## config.mk

```make
export PLATFORM = sky130hd
export DESIGN_NAME = adc_map_sequencer
export DESIGN_NICKNAME = d
export VERILOG_FILES = /design/src/rtl/adc_map_sequencer.sv
export SDC_FILE = /design/constraint.sdc
export NUM_CORES = 1
export LEC_CHECK = 0
export CORE_UTILIZATION = 40
export DETAILED_ROUTE_END_ITERATION = 16
export GPL_TIMING_DRIVEN = 0
export PLACE_DENSITY = 0.57
export SLEW_MARGIN = 10
export SYNTH_ARGS = -nofsm -noshare
export SYNTH_HDL_FRONTEND = slang
export SYNTH_SLANG_ARGS = --single-unit
```

## constraint.sdc

```tcl
create_clock -name sysClk -period 14.91 [get_ports sysClk]
set_clock_uncertainty 0.15 [all_clocks]
set_input_delay 1.491 -clock sysClk [delete_from_list [all_inputs] [get_ports sysClk]]
set_output_delay 1.491 -clock sysClk [all_outputs]
set_load 0.02 [all_outputs]
```

## src/rtl/adc_map_sequencer.sv

```systemverilog
// adc_map_sequencer: steps the ADC channel map through a programmable table.
// Optional post-switch blanking is compiled in with ADC_MAP_SEQ_BLANKING_EN.
module adc_map_sequencer #(
    parameter int ADC_NUM_CHANNELS = 8,
    parameter int TABLE_DEPTH      = 4,
    parameter int DWELL_WIDTH      = 24,
    parameter int BLANK_CYCLES     = 16
) (
    input  logic        sysClk,
    input  logic        sysReset,
    input  logic        csrStrobe,
    input  logic        tableStrobe,
    input  logic        dwellStrobe,
    input  logic [31:0] GPIO_OUT,
    output logic [31:0] csr,
    output logic [31:0] mapOut,
    output logic        mapStrobe,
    output logic        blank
);
    localparam int MB = 3 * ADC_NUM_CHANNELS;
    localparam logic [2:0] LAST_MAX = 3'(TABLE_DEPTH - 1);

    function automatic logic [MB-1:0] ident_map();
        logic [MB-1:0] m;
        m = '0;
        for (int i = 0; i < ADC_NUM_CHANNELS; i++) m[3*i +: 3] = 3'(i);
        return m;
    endfunction

    localparam logic [MB-1:0] IDENT = ident_map();

    typedef enum logic [1:0] {S_IDLE, S_LOAD, S_DWELL, S_DONE} state_t;

    state_t                 state_q, state_d;
    logic [2:0]             idx_q, idx_d;
    logic [2:0]             last_q, last_d;
    logic                   loop_q, loop_d;
    logic [DWELL_WIDTH-1:0] count_q, count_d;
    logic [DWELL_WIDTH-1:0] dwell_q, dwell_d;
    logic [MB-1:0]          table_q [TABLE_DEPTH];
    logic [MB-1:0]          table_d [TABLE_DEPTH];
    logic [MB-1:0]          map_q, map_d, map_sel;
    logic                   strobe_q, strobe_d;
    logic                   blank_q;
    logic                   start, stop, pass_end;
    logic [2:0]             csr_last;
    logic [23:0]            map24;
    logic                   unused_gpio;

    assign start       = csrStrobe & GPIO_OUT[0];
    assign stop        = csrStrobe & ~GPIO_OUT[0];
    assign csr_last    = (GPIO_OUT[4:2] > LAST_MAX) ? LAST_MAX : GPIO_OUT[4:2];
    // A pass also ends at the table top when lastIndex was lowered below idx.
    assign pass_end    = (idx_q == last_q) || (idx_q == LAST_MAX);
    assign unused_gpio = &{1'b0, GPIO_OUT[31], GPIO_OUT[27:24]};

    // Sequencer state register.
    always_ff @(posedge sysClk or posedge sysReset) begin
        if (sysReset) state_q <= S_IDLE;
        else          state_q <= state_d;
    end

    // Next-state logic; a stop beats every other transition.
    always_comb begin
        state_d = state_q;
        if (stop) begin
            state_d = S_IDLE;
        end else begin
            unique case (state_q)
                S_IDLE:  if (start) state_d = S_LOAD;
                S_LOAD:  state_d = S_DWELL;
                S_DWELL: begin
                    if (count_q == '0) begin
                        if (!pass_end || loop_q) state_d = S_LOAD;
                        else                     state_d = S_DONE;
                    end
                end
                S_DONE:  if (start) state_d = S_LOAD;
                default: state_d = S_IDLE;
            endcase
        end
    end

    // Table read mux for the entry being loaded.
    always_comb begin
        map_sel = table_q[0];
        for (int i = 0; i < TABLE_DEPTH; i++)
            if (idx_q == 3'(i)) map_sel = table_q[i];
    end

    // FSM outputs: index stepping, dwell count and the map load.
    always_comb begin
        idx_d    = idx_q;
        count_d  = count_q;
        map_d    = map_q;
        strobe_d = 1'b0;
        if (!stop) begin
            unique case (state_q)
                S_IDLE, S_DONE: if (start) idx_d = '0;
                S_LOAD: begin
                    map_d    = map_sel;
                    strobe_d = 1'b1;
                    count_d  = dwell_q;
                end
                S_DWELL: begin
                    if (count_q != '0) count_d = count_q - DWELL_WIDTH'(1);
                    else if (!pass_end) idx_d = idx_q + 3'd1;
                    else if (loop_q)    idx_d = '0;
                end
                default: ;
            endcase
        end
    end

    // Register-file writes: control, dwell and table entries.
    always_comb begin
        loop_d  = loop_q;
        last_d  = last_q;
        dwell_d = dwell_q;
        table_d = table_q;
        if (csrStrobe) begin
            loop_d = GPIO_OUT[1];
            last_d = csr_last;
        end
        if (dwellStrobe) dwell_d = GPIO_OUT[DWELL_WIDTH-1:0];
        if (tableStrobe)
            for (int i = 0; i < TABLE_DEPTH; i++)
                if (GPIO_OUT[30:28] == 3'(i)) table_d[i] = GPIO_OUT[MB-1:0];
    end

    // Datapath and output registers.
    always_ff @(posedge sysClk or posedge sysReset) begin
        if (sysReset) begin
            idx_q    <= '0;
            last_q   <= '0;
            loop_q   <= 1'b0;
            count_q  <= '0;
            dwell_q  <= '0;
            map_q    <= IDENT;
            strobe_q <= 1'b0;
            for (int i = 0; i < TABLE_DEPTH; i++) table_q[i] <= IDENT;
        end else begin
            idx_q    <= idx_d;
            last_q   <= last_d;
            loop_q   <= loop_d;
            count_q  <= count_d;
            dwell_q  <= dwell_d;
            map_q    <= map_d;
            strobe_q <= strobe_d;
            table_q  <= table_d;
        end
    end

`ifdef ADC_MAP_SEQ_BLANKING_EN
    localparam int BW = $clog2(BLANK_CYCLES + 1);

    logic [BW-1:0] blank_cnt_q, blank_cnt_d;
    logic          blank_d;

    // Blank window restarts on every map strobe and runs out on its own.
    always_comb begin
        blank_cnt_d = blank_cnt_q;
        if (strobe_q)                blank_cnt_d = BW'(BLANK_CYCLES);
        else if (blank_cnt_q != '0)  blank_cnt_d = blank_cnt_q - BW'(1);
        blank_d = strobe_q || (blank_cnt_q > BW'(1));
    end

    // Blanking registers.
    always_ff @(posedge sysClk or posedge sysReset) begin
        if (sysReset) begin
            blank_cnt_q <= '0;
            blank_q     <= 1'b0;
        end else begin
            blank_cnt_q <= blank_cnt_d;
            blank_q     <= blank_d;
        end
    end
`else
    logic [31:0] unused_blank_cycles;
    assign unused_blank_cycles = 32'(BLANK_CYCLES);
    assign blank_q = 1'b0;
`endif

    // Zero-extend the map fields to the 24-bit readback slot.
    always_comb begin
        map24         = '0;
        map24[MB-1:0] = map_q;
    end

    assign mapOut    = {8'h00, map24};
    assign mapStrobe = strobe_q;
    assign blank     = blank_q;
    assign csr       = {map24, blank_q, 2'b00, idx_q,
                        state_q == S_DONE,
                        (state_q == S_LOAD) || (state_q == S_DWELL)};
endmodule

```

==> results.cfg, run 1 <==
[clocking]
postCtsSetupBuffers = 0
cts_root_buffer = clkbuf_16
numCtsBuffers = 17
cts.htree.levels = 4
cts.sinks = 178
clock_path_buffers = 2
tritoncts = done
clk_pin_slew_ns = 0.08
post_cts_resized = 0
ctsHoldBuffers = 0
clkLatencyLatePin_ns = 0.43

[grt]
gr-usage-met2_pct = 34.68
grt-ovfl-total = 0
track_usage_pct = 21.34
top_usage_layer = met2
use_met1_pct = 29.04
grt_pass1_wl_mm = 36.20
grt_max_degree = 124
grt_pass1_vias = 6493
use_met3_pct = 4.030
grt_antenna_before_repair = 0

[yosys]
synth_area_leaders = dfrtp_1 34%, dfstp_2 18%, mux2_2 16%
synthAdderAreaFrac_pct = 1.282
synth_largest_area_cell = dfrtp_1
syn_inst = 759
ys_seq_area_share_pct = 51.57
yosysTopAreaCellShare_pct = 33.62
synth_mux_area_share_pct = 19.66
synth.avg_cell_area_sq_um = 11.57
ys_warn_count = 0
synthFlopType = dfrtp_1
synth_common_cells = 121 x mux2_2, 118 x dfrtp_1, 60 x dfstp_2
synthSimpleGateAreaFrac_pct = 9.887
synth_most_common_cell = mux2_2
synth_async_sr_flop_share_pct = 100.0
synth_edf_count = 0
synth_xor_area_share_pct = 0.2992
synth-seq-cells = 178
synth_top_family_by_area = multiplexers
netlist_area_sq_um = 8782
synth_compound_area_share_pct = 11.18
ys_types = 65

[timing]
slew_headroom_pct = 51.14
setup_viol = 0
finalHoldViolCount = 0
final_max_slew_viol_count = 0
grt_setup_unrepaired = no
worstMarginPinSlew_ns = 0.7330
fmax_mhz = 272.8
min_period_ns = 3.666
finalCritPeriodShare_pct = 24.59
setup_tns_ns = 0

[cells_and_area]
final.fill_count = 1932
final_nets = 920
drive_gt1_share_pct = 32.58
multiInputGateArea_sq_um = 3761
area_delta_synth_final_pct = 21.38
fin_cells = 1162
finalInstanceArea_sq_um = 10660
antenna_cells = 0
regArea_sq_um = 4529

[pwr]
p_per_area_nw_per_um2 = 191.4
power_leakage_uw = 0.004499
vdd_drop_max_mv = 0.1065

[min_path]
hold_depth = 2
hold_class = flip-flop to flip-flop

[run]
cap_violations = 0

[worst_setup_path]
cp.arrival_ns = 3.86
cp.required_ns = 15.10
critPathKind = primary input to flip-flop
crit_chain = clkdlybuf4s50_1 -> nand2b_1 -> nand2_1 -> clkbuf_1 -> clkbuf_1 -> nand2_1 -> o21ai_0
slowest_stage = clkdlybuf4s50_1
r2r_cells = 8
path_max_fanout = 10
end_kind = flip-flop
critPathLaunchType = primary input
r2r_setup_slack_ns = 12.25
cp_slowest_stage_delay_ns = 0.61

[floorplanning]
die_x_microns = 150.2
die-area_sq_um = 22550
io_pins = 103
die_h_microns = 150.2
placementRows = 53
start_util_pct = 41.26
core_sq_um = 21290

[placement]
detailed_place_hpwl_mm = 15.71
place.gp.congestion = 0.8658
dpl.cell_count = 1130
postPlaceCellArea_sq_um = 10040
io_buffers = 84

[drt]
drc = 0
vias = 6371
drt_first_pass_iters = 5
wire_per_inst_microns = 19.44
ant_nets = 0
avgViaCountPerCell = 5.483
first_iter_violations = 290
drt_wl_total_mm = 22.58

[run_status]
status = finished clean
critical path: cells and delay by family:
kind	cells	cell delay, ns
compound gates	1	0.10
buf+inv	3	1.55
simple gates	3	0.72
cells in the final DEF, fill, tap and decap left out, drive strengths merged, types with 3 or more instances in the layout:
| master | instances |
|---|---|
| mux2 | 124 |
| dfrtp | 118 |
| clkdlybuf4s50 | 84 |
| dfstp | 60 |
| buf | 55 |
| nor2 | 54 |
| nand2 | 45 |
| a21oi | 45 |
| clkbuf | 43 |
| o21ai | 38 |
| mux2i | 33 |
| a211oi | 26 |
| inv | 20 |
| o22ai | 16 |
| conb | 12 |
| nor3 | 11 |
| nand3 | 10 |
| ha | 9 |
| nand2b | 8 |
| nor4 | 8 |
| or4 | 5 |
| clkinv | 5 |
| nor2b | 4 |
| and3 | 4 |
| a31oi | 4 |
| o31ai | 4 |
| o211ai | 4 |
| nand4 | 4 |
| xor2 | 3 |
| a211o | 3 |
| o221a | 3 |
cells by family (layout without fill, tap and decap cells):
kind of cell               after synthesis  after routing
DFF                                    178            178
other                                    1             12
and+or+nand+nor                        163            163
AOI/OAI and AO/OA                      155            155
adders and majority gates                9              9
muxes                                  157            157
xor gates and xnor gates                 3              3
buffers and inverters                   93            210
metrics by stage:
step | setup WS (ns) | hold WS [ns] | power (uW) | util, %
floorplan | 8.538 | 0.2950 | 1283 | -
global placement | 6.297 | 0.3298 | 1559 | 47.02
detailed placement | 10.80 | 0.3319 | 1583 | 47.18
CTS | 11.25 | 0.3451 | 2056 | 50.08
global route | 11.08 | 0.3606 | 2165 | 50.08
finish | 11.24 | 0.3432 | 2040 | 50.08
area by class of cell:
class | instances | share of cell area, %
clock buffer | 18 | 4.026
multi-input combinational | 499 | 35.28
timing repair buffer | 85 | 8.146
sequential | 178 | 42.49
tap | 275 | 3.228
inverter | 13 | 0.5282
buffer | 80 | 4.542
clock inverter | 14 | 1.761
per-layer routing:
| metal | up-vias | wire [microns] |
|---|---|---|
| li1 | 2924 | - |
| met1 | 3284 | 10400 |
| met2 | 145 | 11030 |
| met3 | 18 | 848 |
| met4 | 0 | 309 |
| met5 | - | 0 |
path summary, 6_finish.rpt:
path / from / endpoint
worst max-delay path: GPIO_OUT[0] / map24[5]
worst min-delay path: map24[14] / map24[14]
worst max register to register: idx_q[0] / map24[11]
worst min register to register: map24[14] / map24[14]
max in group asynchronous: sysReset / dwell_q[17]
min in group asynchronous: sysReset / map24[6]
registers in the layout, indices dropped and copies added (netlist names), 2 cells and up:
name and count:
map24 24, dwell_q 24, last_q 3, state_q 2, idx_q 3, table_q 96
count_q 24
power breakdown:
part	switching (uW)	total [uW]	internal (uW)
logic	429	806	377
registers	119	767	648
clock network	211	468	257
total	758	2040	1280
(Power assumes the default switching activity.)
==> run 2, diff against run 1 <==
==> constraint.sdc (replaced) <==
create_clock -name sysClk -period 3.4 [get_ports sysClk]
set_clock_uncertainty 0.15 [all_clocks]
set_input_delay 0.34 -clock sysClk [delete_from_list [all_inputs] [get_ports sysClk]]
set_output_delay 0.34 -clock sysClk [all_outputs]
set_load 0.02 [all_outputs]
==> results.cfg, run 2 (synthesized netlist as in run 1, its figures left out) <==
[run_status]
status = finished clean

[worst_setup_path]
cp.arrival_ns = 2.82
r2r_setup_slack_ns = 0.72
slowest_stage = clkbuf_1
critPathKind = flip-flop to flip-flop
crit_top_cell = clkbuf_1
cp.required_ns = 3.54
cp_slowest_stage_delay_ns = 0.55
path_max_fanout = 10
crit_chain = inv_1 -> ha_1 -> nand2b_1 -> clkbuf_1 -> clkbuf_1 -> a211oi_1 -> a21oi_1 -> o21ai_0
critPathLaunchType = flip-flop
end_kind = flip-flop

[floorplanning]
die_h_microns = 150.2
die_x_microns = 150.2
placementRows = 53
die-area_sq_um = 22550
start_util_pct = 41.26
io_pins = 103
core_sq_um = 21290

[cells_and_area]
area_delta_synth_final_pct = 21.98
layout_common_cells = 121 x mux2_2, 118 x dfrtp_1, 84 x clkdlybuf4s50_1
final_nets = 924
final_common_cell = mux2_2
fin_cells = 1166
regMostFlops = table_q
final.fill_count = 1934
antenna_cells = 0
drive_gt1_share_pct = 32.77
largest_reg_flops = 96

[timing]
worstMarginPinSlew_ns = 0.7853
finalHoldViolCount = 0
slew_headroom_pct = 47.65
min_period_ns = 2.680
fmax_mhz = 373.2
setup_ws_ns = 0.7202
grt_setup_unrepaired = no
finalCritPeriodShare_pct = 78.82
final_max_slew_viol_count = 0
holdWs_ns = 0.1259
setup_viol = 0

[placement]
detailedPlace.worstSlack_ns = 0.4850
io_buffers = 84
dpl.cell_count = 1134
place.gp.congestion = 0.8884
detailed_place_hpwl_mm = 16.24

[pwr]
p_per_area_nw_per_um2 = 834.4
power_leakage_uw = 0.004518
vdd_drop_max_mv = 0.3777

[clocking]
tritoncts = done
cts.htree.levels = 4
ctsHoldBuffers = 0
numCtsBuffers = 17
post_cts_resized = 0
clk_pin_slew_ns = 0.08
cts_root_buffer = clkbuf_16
clock_path_buffers = 2
postCtsSetupBuffers = 0
cts.sinks = 178
clkLatencyLatePin_ns = 0.44

[drt]
drt_first_pass_iters = 5
first_iter_violations = 376
wire_per_inst_microns = 19.48
avgViaCountPerCell = 5.410
ant_nets = 0
drc = 0
drt_wl_total_mm = 22.71
vias = 6308

[grt]
grt_antenna_before_repair = 0
grt_pass1_vias = 6517
grt_pass1_wl_mm = 36.06
grt-ovfl-total = 0
track_usage_pct = 21.31
grt_max_degree = 39

[run]
cap_violations = 0

[min_path]
hold_class = primary input to asynchronous set/reset pin
==> run 2: metal layers <==
layer,share of wire [%],wire [microns],global-route usage (%),up-vias
met2,48,10980,34.63,150
met1,46,10510,28.88,3200
met4,1.7,392,6.717,0
li1,-,-,-,2928
met3,3.7,836,3.758,30
met5,0,0,0,-
==> run 2: critical path, delay by kind of cell (launching register included) <==
| family | cells | cell delay (ns) |
|---|---|---|
| buf+inv | 3 | 1.06 |
| simple gates | 1 | 0.17 |
| fa+ha+maj | 1 | 0.20 |
| compound gates | 3 | 0.50 |
| flops | 1 | 0.46 |
==> run 2: final cells by class <==
type                    count  area (sq um)  share of cell area (%)
well taps                 275         344.1                   3.212
multi-input cells         499          3761                   35.11
clock inverters            12         142.6                   1.331
flip-flops and latches    178          4529                   42.28
plain buffers              80         484.2                   4.520
repair buffers             89         940.9                   8.783
clock buffers              20         457.9                   4.275
inverters                  13         52.55                  0.4905
==> run 2: through the flow <==
step                      total power (uW)  setup TNS (ns)  area, sq um  util [%]
after detailed placement              6946               0        10110     47.50
after floorplan                       5626               0         8827         -
after CTS                             8995               0        10710     50.33
final                                 8939               0        10710     50.33
after global placement                6841          -85.98        10010     47.03
after global routing                  9443               0        10710     50.33
==> run 2: report_power, final <==
part | internal [uW] | leakage, uW | switching (uW)
sequential | 2840 | 0.00203 | 527
clock | 1150 | 0.000294 | 879
combinational | 1660 | 0.00219 | 1880
total | 5650 | 0.00452 | 3290
==> run 2: path summary, 6_finish.rpt <==
check                                 start          end  cells past startpoint
worst min-delay path               sysReset  table_q[78]                      2
worst max-delay path               idx_q[0]    map24[11]                      8
worst min register to register    map24[14]    map24[14]                      2
worst max register to register     idx_q[0]    map24[11]                      8
max in group asynchronous          sysReset  table_q[10]                      5
min in group sysClk             dwellStrobe  dwell_q[22]                      2
==> run 3, diff against run 2 <==
--- a/config.mk
+++ b/config.mk
@@ -8,7 +8,7 @@
 export CORE_UTILIZATION = 40
 export DETAILED_ROUTE_END_ITERATION = 16
 export GPL_TIMING_DRIVEN = 0
-export PLACE_DENSITY = 0.57
+export PLACE_DENSITY = 0.6
 export SLEW_MARGIN = 10
 export SYNTH_ARGS = -nofsm -noshare
 export SYNTH_HDL_FRONTEND = slang
==> constraint.sdc (replaced) <==
create_clock -name sysClk -period 2.3 [get_ports sysClk]
set_clock_uncertainty 0.15 [all_clocks]
set_input_delay 0.23 -clock sysClk [delete_from_list [all_inputs] [get_ports sysClk]]
set_output_delay 0.23 -clock sysClk [all_outputs]
set_load 0.02 [all_outputs]
==> results.cfg, run 3 (synthesized netlist as in run 1, its figures left out) <==
[placement]
detailed_place_hpwl_mm = 15.24
place.gp.congestion = 0.8614
io_buffers = 84
detailedPlace.worstSlack_ns = -0.7089

[cells_and_area]
final_nets = 935
antenna_cells = 0
post-route-util_pct = 51.45
drive_gt1_share_pct = 37.14
layout_common_cells = 121 x mux2_2, 113 x dfrtp_1, 83 x clkdlybuf4s50_1
regMostFlops = table_q
largest_reg_flops = 96
final_common_cell = mux2_2
area_delta_synth_final_pct = 24.72

[drt]
drt_first_pass_iters = 5
top_layer = met4
drc = 0
vias = 6345
wl_met2_mm = 10.37
wl_met3_microns = 835
wl_met1_mm = 10.56
drt_wl_total_mm = 22.10
ant_nets = 0
wire_per_inst_microns = 18.78
avgViaCountPerCell = 5.391
first_iter_violations = 409

[worst_setup_path]
cp.required_ns = 2.47
critPathLaunchType = flip-flop
r2r_start = count_q[15]
r2r_cells = 6
startpoint = count_q[15]
slowest_stage = nor4_4
crit_chain = nor4_4 -> nand3_4 -> o21ai_4 -> buf_4 -> nor3_1 -> a211o_1
r2r-end = count_q[3]
critPathKind = flip-flop to flip-flop
end_kind = flip-flop
r2r_setup_slack_ns = 0.09
path_max_fanout = 10
endpoint = count_q[3]
cp_slowest_stage_delay_ns = 0.53
cp.arrival_ns = 2.38

[floorplanning]
die_h_microns = 150.2
placementRows = 53
start_util_pct = 41.26
die-area_sq_um = 22550
die_x_microns = 150.2
io_pins = 103
core_sq_um = 21290

[grt]
grt-ovfl-total = 0
grt_pass1_vias = 6137
grt_max_degree = 39
grt_antenna_before_repair = 0
grt_pass1_wl_mm = 35.22
track_usage_pct = 20.70

[min_path]
hp-start = dwellStrobe
hold_class = primary input to flip-flop
hold_depth = 2

[timing]
setup_ws_ns = 0.08911
finalCritPeriodShare_pct = 96.13
fmax_mhz = 452.3
setup_viol = 0
slew_headroom_pct = 52.88
final_max_slew_viol_count = 0
worstMarginPinSlew_ns = 0.7067
finalHoldViolCount = 0
min_period_ns = 2.211

[clocking]
clock_path_buffers = 2
cts.sinks = 178
numCtsBuffers = 17
clkLatencyLatePin_ns = 0.43
tritoncts = done
clk_pin_slew_ns = 0.07
cts.htree.levels = 4
cts_root_buffer = clkbuf_16

[pwr]
p_per_area_nw_per_um2 = 1220
vdd_drop_max_mv = 0.6268
power_leakage_uw = 0.004658

[run]
cap_violations = 0

[run_status]
status = finished clean
==> run 3: layout make-up <==
class | count | area [sq um]
buffer | 79 | 525.5
clock buffer | 17 | 425.4
clock inverter | 15 | 166.4
fill | 1946 | 10330
inverter | 13 | 55.05
multi-input combinational | 499 | 3865
sequential | 178 | 4536
tap | 275 | 344.1
timing repair buffer | 101 | 1036
==> run 3: power by group <==
part           total, uW  internal, uW  switching (uW)
sequential          4990          4210             785
clock               2910          1550            1370
combinational       5460          2590            2870
total              13400          8340            5020
==> run 3: per-layer routing <==
metal  up-vias  GRT usage (%)
met2       149          31.78
met5         -              0
li1       2970              -
met3        24          3.576
met1      3202          29.93
met4         0          5.909
==> run 3: through the flow <==
| step | total power (uW) | hold slack (ns) | setup TNS [ns] | cell area [sq um] | instances |
|---|---|---|---|---|---|
| floorplan | 8317 | 0.2306 | -36.77 | 8827 | 770 |
| global placement | 10160 | 0.3319 | -309.20 | 10010 | 1129 |
| detailed placement | 10260 | 0.3347 | -25.06 | 10110 | 1134 |
| CTS | 13270 | 0.1528 | 0 | 10790 | 1169 |
| global route | 14160 | 0.1649 | -0.05831 | 10950 | 1177 |
| finish | 13370 | 0.1707 | 0 | 10950 | 1177 |
==> run 3: worst min-delay path by stage <==
stage	end
6_report	dwell_q[21]
5_1_grt	dwell_q[22]
4_1_cts	dwell_q[21]
3_5_place_dp	map24[3]
3_3_place_gp	count_q[9]
2_1_floorplan	table_q[0]
==> run 3: worst max-delay path, delay by kind of cell, from the launching register on <==
| kind | cells | cell delay [ns] |
|---|---|---|
| and+or+nand+nor | 3 | 0.82 |
| buffers and inverters | 1 | 0.18 |
| AOI/OAI and AO/OA | 2 | 0.50 |
| DFF | 1 | 0.45 |
==> run 3: timing repair <==
item / in CTS / in global routing
pin swaps: 3 / 6
endpoints found under the hold margin: 1 / 0
gates resized for setup: 23 / 33
setup buffers: 3 / 8
hold buffers: 1 / 0
cloned: 0 / 0
endpoints found under the setup margin: 44 / 43
